--- config.mk ---
export PLATFORM = sky130hd
export DESIGN_NAME = fetch_unit
export DESIGN_NICKNAME = d
export VERILOG_FILES = /design/src/rtl/fetch_unit.sv
export SDC_FILE = /design/constraint.sdc
export NUM_CORES = 1
export LEC_CHECK = 0
export ABC_CLOCK_PERIOD_IN_PS = 1850
export CORE_UTILIZATION = 39
export DETAILED_ROUTE_END_ITERATION = 10
export MAX_ROUTING_LAYER = met4
export PLACE_DENSITY = 0.76
export SLEW_MARGIN = 20
export SYNTH_ARGS = -nofsm -noshare
export SYNTH_HDL_FRONTEND = slang
export SYNTH_SLANG_ARGS = --single-unit
--- constraint.sdc ---
create_clock -name clk -period 1.85 [get_ports clk]
set_input_delay 0.37 -clock clk [delete_from_list [all_inputs] [get_ports clk]]
set_output_delay 0.37 -clock clk [all_outputs]
set_load 0.005 [all_outputs]
--- src/rtl/fetch_unit.sv ---
// fetch_unit: single-entry instruction fetch stage with redirect, stall and range fault
module fetch_unit #(
  parameter logic [31:0] RESET_PC = 32'h0000_0000,
  parameter int IMEM_WORDS = 64
) (
  input  logic        clk,
  input  logic        rst_n,
  output logic [31:0] address,
  input  logic [31:0] instruction,
  input  logic        redirect_valid,
  input  logic [31:0] redirect_target,
  input  logic        out_ready,
  output logic        out_valid,
  output logic [31:0] out_instr,
  output logic [31:0] out_pc,
  output logic [31:0] out_pc_plus4,
  output logic        fault,
  output logic [31:0] fetch_count
);
  localparam logic [31:0] LIMIT = 32'(IMEM_WORDS * 4);
  typedef enum logic [1:0] {BOOT, RUN, FAULT} state_t;
  state_t state, state_next;
  logic [31:0] pc;
  logic in_range, accept, load;
  assign address = pc;
  assign out_pc_plus4 = out_pc + 32'd4;
  assign in_range = pc < LIMIT;
  assign accept = out_valid & out_ready;
  assign load = state == RUN && !redirect_valid && in_range && (!out_valid || out_ready);
  always_comb begin
    state_next = (redirect_valid || state == BOOT) ? RUN :
                 (state == RUN && !in_range) ? FAULT : state;
  end
  always_ff @(posedge clk or negedge rst_n)
    if (!rst_n) state <= BOOT;
    else state <= state_next;
  // Redirect overrides everything except counting a word accepted in the same cycle.
  always_ff @(posedge clk or negedge rst_n)
    if (!rst_n) begin
      pc <= RESET_PC & ~32'd3;
      out_valid <= 1'b0;
      out_instr <= '0;
      out_pc <= '0;
      fault <= 1'b0;
      fetch_count <= '0;
    end else begin
      if (accept) fetch_count <= fetch_count + 32'd1;
      if (redirect_valid) begin
        pc <= redirect_target & ~32'd3;
        out_valid <= 1'b0;
        fault <= 1'b0;
      end else begin
        if (state == RUN && !in_range) fault <= 1'b1;
        if (load) begin
          out_instr <= instruction;
          out_pc <= pc;
          out_valid <= 1'b1;
          pc <= pc + 32'd4;
        end else if (accept) out_valid <= 1'b0;
      end
    end
endmodule

# [After elaboration in Yosys (flattened, before gate mapping)]
# Cells that the tools add are included.
[totals] register_bits=132 word_cells=38 inputBits=68 output_inout_bits=162
[op_classes] reduce_logical=15 n_addsub=3 n_bitwise=2 n_mux=9 eq_ne=1 order_cmp=1
[ops] op="adder 32 x 3 -> 32 bit (second input constant)" n=2
[ops] op="two-way mux 32 bit" n=2
[ops] op="adder 32 x 1 -> 32 bit (second input constant)" n=1
[ops] op="< comparator 32 x 9 -> 1 bit (second input constant)" n=1
[ops] op="nonzero test 2 bit" n=3
[ops] op="two-way mux 1 bit" n=5
[ops] op="logical AND 1 bit" n=4
[ops] op="two-way mux 2 bit" n=2
[ops] op="logical NOT 1 bit" n=3
[ops] op="nonzero test 3 bit" n=1
[ops] op="equality test 2 x 1 -> 1 bit (second input constant)" n=1
[ops] op="logical NOT 2 bit" n=1
[ops] op="logical OR 1 bit" n=2
[ops] op="AND reduction 2 bit" n=1
[ops] op="bitwise AND 1 bit" n=1
[ops] op="inverter 1 bit" n=1

# [Depth between registers and ports, before layout]
[depth] word_depth=6 mapped_depth=6 ltp_nobuf=5

# [Worst setup path before layout]
# Ideal clock, no wire load.
[synth_timing] path_type="register to output" start="register out_pc[2]" end="output out_pc_plus4[26]" required_ps=1480 arrival_time_ps=1661 stages_incl_launch_ff=6 n_path_buf=0 setup_slack_ps=-181 cell_sequence="dfrtp_1 ha_1 nand4_1 nor3_1 nand4_1 xnor2_1"
[synth_via] elab_chain_cells=1
[synth_lines] element="from (decl)" line_no="15" source="output logic [31:0] out_pc,"
[synth_lines] element="from (signal assigned)" line_no="56" source="out_pc <= pc;"
[synth_lines] element="adder 32 x 3 -> 32 bit" line_no="26" source="assign out_pc_plus4 = out_pc + 32'd4;"
[synth_lines] element="to (decl)" line_no="16" source="output logic [31:0] out_pc_plus4,"
# Every way passes these cells.

# [Worst setup path in the final report]
# Ends and elaborated chain as after synthesis.

==> results.py <==
metrics = {
    "layout": {
        "drive_gt1_share_pct": 37.3,
        "design_area_um2": 10300,
        "area_growth_pct": 81.7,
        "nFillCells": 922,
        "nNetsFinal": 892,
        "post-route-util_pct": 73.4,
        "antenna_cells": 0,
    },
    "worst_setup_path": {
        "cp_max_fo": 3,
        "worstPathCellList": "ha_2 > nand4_1 > nor3_4 > buf_6 > buf_6 > nand4_1 > xnor2_1 > buf_2",
        "cpMaxStageDelayCell": "dfrtp_1",
        "endpoint_kind": "output pin",
        "critPathRequiredTime_ps": 1480,
        "endpoint": "out_pc_plus4[26]",
        "rr_worst_depth": 7,
        "r2r-start": "address[29]",
        "cp_data_arrival_time_ps": 2150,
        "cpPeakStageDelay_ps": 370,
        "reg2reg_to": "out_pc[4]",
        "crit_type": "reg2out",
        "startpoint_type": "flip-flop",
        "cp-startpoint": "out_pc[2]",
        "ff2ff_setup_slack_ps": -140,
    },
    "timing": {
        "finalHoldViolCount": 0,
        "whs_ps": 444,
        "timing.fmax_mhz": 396,
        "worstMarginPinSlew_ps": 544,
        "report.final.slew_viol_count": 0,
        "setup_viol": 90,
        "fin_worst_skew_ps": 6.38,
        "min_period_ps": 2520,
        "rsz0062_at_grt": "true",
        "finalCritPeriodShare_pct": 136,
        "slew_headroom_pct": 63.4,
        "final.setup.worst_slack_ps": -675,
    },
    "global_routing": {
        "overflow": 0,
        "grt_max_degree": 58,
        "grt.total_usage_pct": 23.8,
        "grt_pass1_vias": 5215,
        "antenna_found_initial": 0,
        "grt_pass1_wl_um": 26400,
    },
    "synthesis": {
        "synth-simple-area-share_pct": 15.7,
        "ys_types": 38,
        "ys_seq_area_share_pct": 56.4,
        "synth_seq_cells": 128,
        "syn_avg_cell_area_um2": 12.3,
        "synth_compound_area_share_pct": 2.56,
        "synth-async-reset-ratio_pct": 100,
        "synth_area_um2": 5670,
        "postSynthCellCount": 462,
        "synth_edf_count": 0,
        "synth_top_family_by_area": "simple AND/OR/NAND/NOR gates",
        "synth_xor_xnor_area_share_pct": 9.11,
        "muxShareOfSynthArea_pct": 12.5,
        "yosys_warnings": 0,
        "synthAdderAreaFrac_pct": 0.662,
        "synthFlopType": "dfrtp_1",
    },
    "placed_design": {
        "portBuffers": 221,
        "placed_area_um2": 8690,
        "place_congestion": 0.853,
        "post-dp-hpwl_um": 11000,
        "post-place-ws_ps": -417,
    },
    "clocking": {
        "clk_latency_ps": 410,
        "cts.root.buffer_cell": "clkbuf_16",
        "clock_path_buffers": 2,
        "cts_tree": "yes",
        "numCtsBuffers": 17,
        "clk_pin_slew_ps": 60,
        "clkSinkCount": 128,
        "cts.htree.levels": 4,
    },
    "floorplanning": {
        "num_rows": 43,
        "dieArea_um2": 15000,
        "start_util_pct": 40.4,
        "core_um2": 14000,
        "die_x_um": 123,
        "io-pin-count": 230,
        "die_h_um": 123,
    },
    "route": {
        "wl_per_cell_um": 17.6,
        "vias": 5079,
        "drt-pass1-iter-count": 4,
        "post_drt_via_cell_ratio": 5.01,
        "drt_iter0_markers": 266,
        "ant_nets": 0,
        "routed_wl_um": 17900,
        "route.detailed.drc": 0,
    },
    "status": {
        "outcome": "finished with violations",
        "violations": "negative setup slack",
    },
    "power": {
        "power_mw": 7.14,
        "power.density_nw_per_um2": 692,
        "p_leak_nw": 4.87,
        "ir_drop_mv": 0.512,
    },
    "worst_hold_path": {
        "hold_class": "in2async",
    },
    "run": {
        "max-cap-violations": 0,
    },
}
-- repair_timing --
item	in CTS	in global routing
hold buffers	1	0
resized for setup	217	66
endpoints found under the hold margin	27	0
setup buffers	39	16
cloned	8	4
pin swaps	43	41
setup endpoints to repair	100	106
-- layout make-up --
| cell class | instances | area [um^2] | share of cell area (%) |
|---|---|---|---|
| clock buffer | 23 | 488 | 4.73 |
| clock inverter | 9 | 154 | 1.49 |
| inverter | 8 | 30.0 | 0.291 |
| multi-input combinational | 309 | 2760 | 26.7 |
| sequential | 128 | 3210 | 31.1 |
| tap | 180 | 225 | 2.18 |
| timing repair buffer | 357 | 3450 | 33.4 |
-- logic make-up after synthesis --
kind of cell,after synthesis
compound gates,20
xor+xnor,59
fa+ha+maj,3
buf+inv,30
flops,128
mux,63
other cells,1
simple gates,158
-- cell usage in the layout, fill, tap and decap left out, types with 3 or more instances in the layout --
cell type,netlist,layout
buf_6,4,29
bufinv_16,0,4
clkbuf_8,0,4
dfrtp_2,0,6
conb_1,1,6
nand2_2,0,3
xnor2_2,0,6
xor2_1,11,11
dlygate4sd2_1,0,11
clkbuf_16,0,20
o21ai_0,3,3
inv_1,8,8
nand3_1,33,23
dlymetal6s2s_1,0,6
nand3_2,0,5
nor4_1,9,3
dfrtp_1,128,122
buf_8,0,4
nor2_1,6,3
nor2b_1,24,17
nor4_2,2,7
a211o_1,3,3
nand3_4,0,5
and3_1,14,12
nor3_1,6,5
o211ai_1,5,5
xnor2_1,48,42
nand2_1,26,22
buf_4,6,88
clkdlybuf4s50_1,0,174
nand4_1,25,25
mux2_2,63,25
buf_12,0,10
nor2b_4,0,6
buf_2,2,29
mux2_4,0,38
-- cell usage after synthesis (all sizes together), types with 5 or more instances --
master	count	share of area, %
dfrtp	128	56
mux2	63	13
xnor2	48	7.4
nand3	33	2.9
nand2	26	1.7
nand4	25	2.8
nor2b	24	2.6
and3	14	1.5
buf	12	1.8
nor4	11	1.4
xor2	11	1.7
clkbuf	10	0.66
inv	8	0.53
nor3	7	0.82
nor2	6	0.40
o211ai	5	0.66
-- sequential cells by signal (all words and copies together) (netlist names) --
register,count
fetch_count,32
out_instr,32
address,30
out_pc,30
state,2
fault,1
out_valid,1
-- per-stage QoR --
stage | cells | TNS (ps)
global route | 1014 | -24730
CTS | 1006 | -16080
finish | 1014 | -16120
global placement | 930 | -30760
detailed placement | 930 | -29600
floorplan | 467 | -5450
-- worst min path at each step --
| stage | endpoint | slack [ps] | start |
|---|---|---|---|
| final | out_pc[10] | 440 | rst_n |
| after global routing | out_pc[10] | 470 | rst_n |
| after CTS | out_pc[11] | 440 | rst_n |
| after detailed placement | out_pc[11] | 320 | rst_n |
| after global placement | out_pc[11] | 320 | rst_n |
| after floorplan | address[10] | 70 | rst_n |
-- per-layer routing --
| metal | share of wire, % | global-route usage [%] |
|---|---|---|
| met1 | 40 | 28.1 |
| met2 | 53 | 39.3 |
| met3 | 5.4 | 5.67 |
| met5 | 0 | - |
| met4 | 2.2 | 9.22 |
-- worst max-delay path, delay by kind of cell (launching register included) --
| family | cells | cell delay (ps) |
|---|---|---|
| AND/OR/NAND/NOR | 3 | 630 |
| flip-flops | 1 | 370 |
| buffers and inverters | 3 | 370 |
| adder cells (fa/ha/maj) | 1 | 200 |
| XOR/XNOR | 1 | 160 |
-- power breakdown --
group | switching, mW | total [mW] | internal, mW
Combinational | 0.210 | 0.594 | 0.384
Sequential | 0.0671 | 2.94 | 2.87
Clock | 1.21 | 3.60 | 2.40
Total | 1.48 | 7.14 | 5.65
(Power assumes the default switching activity.)
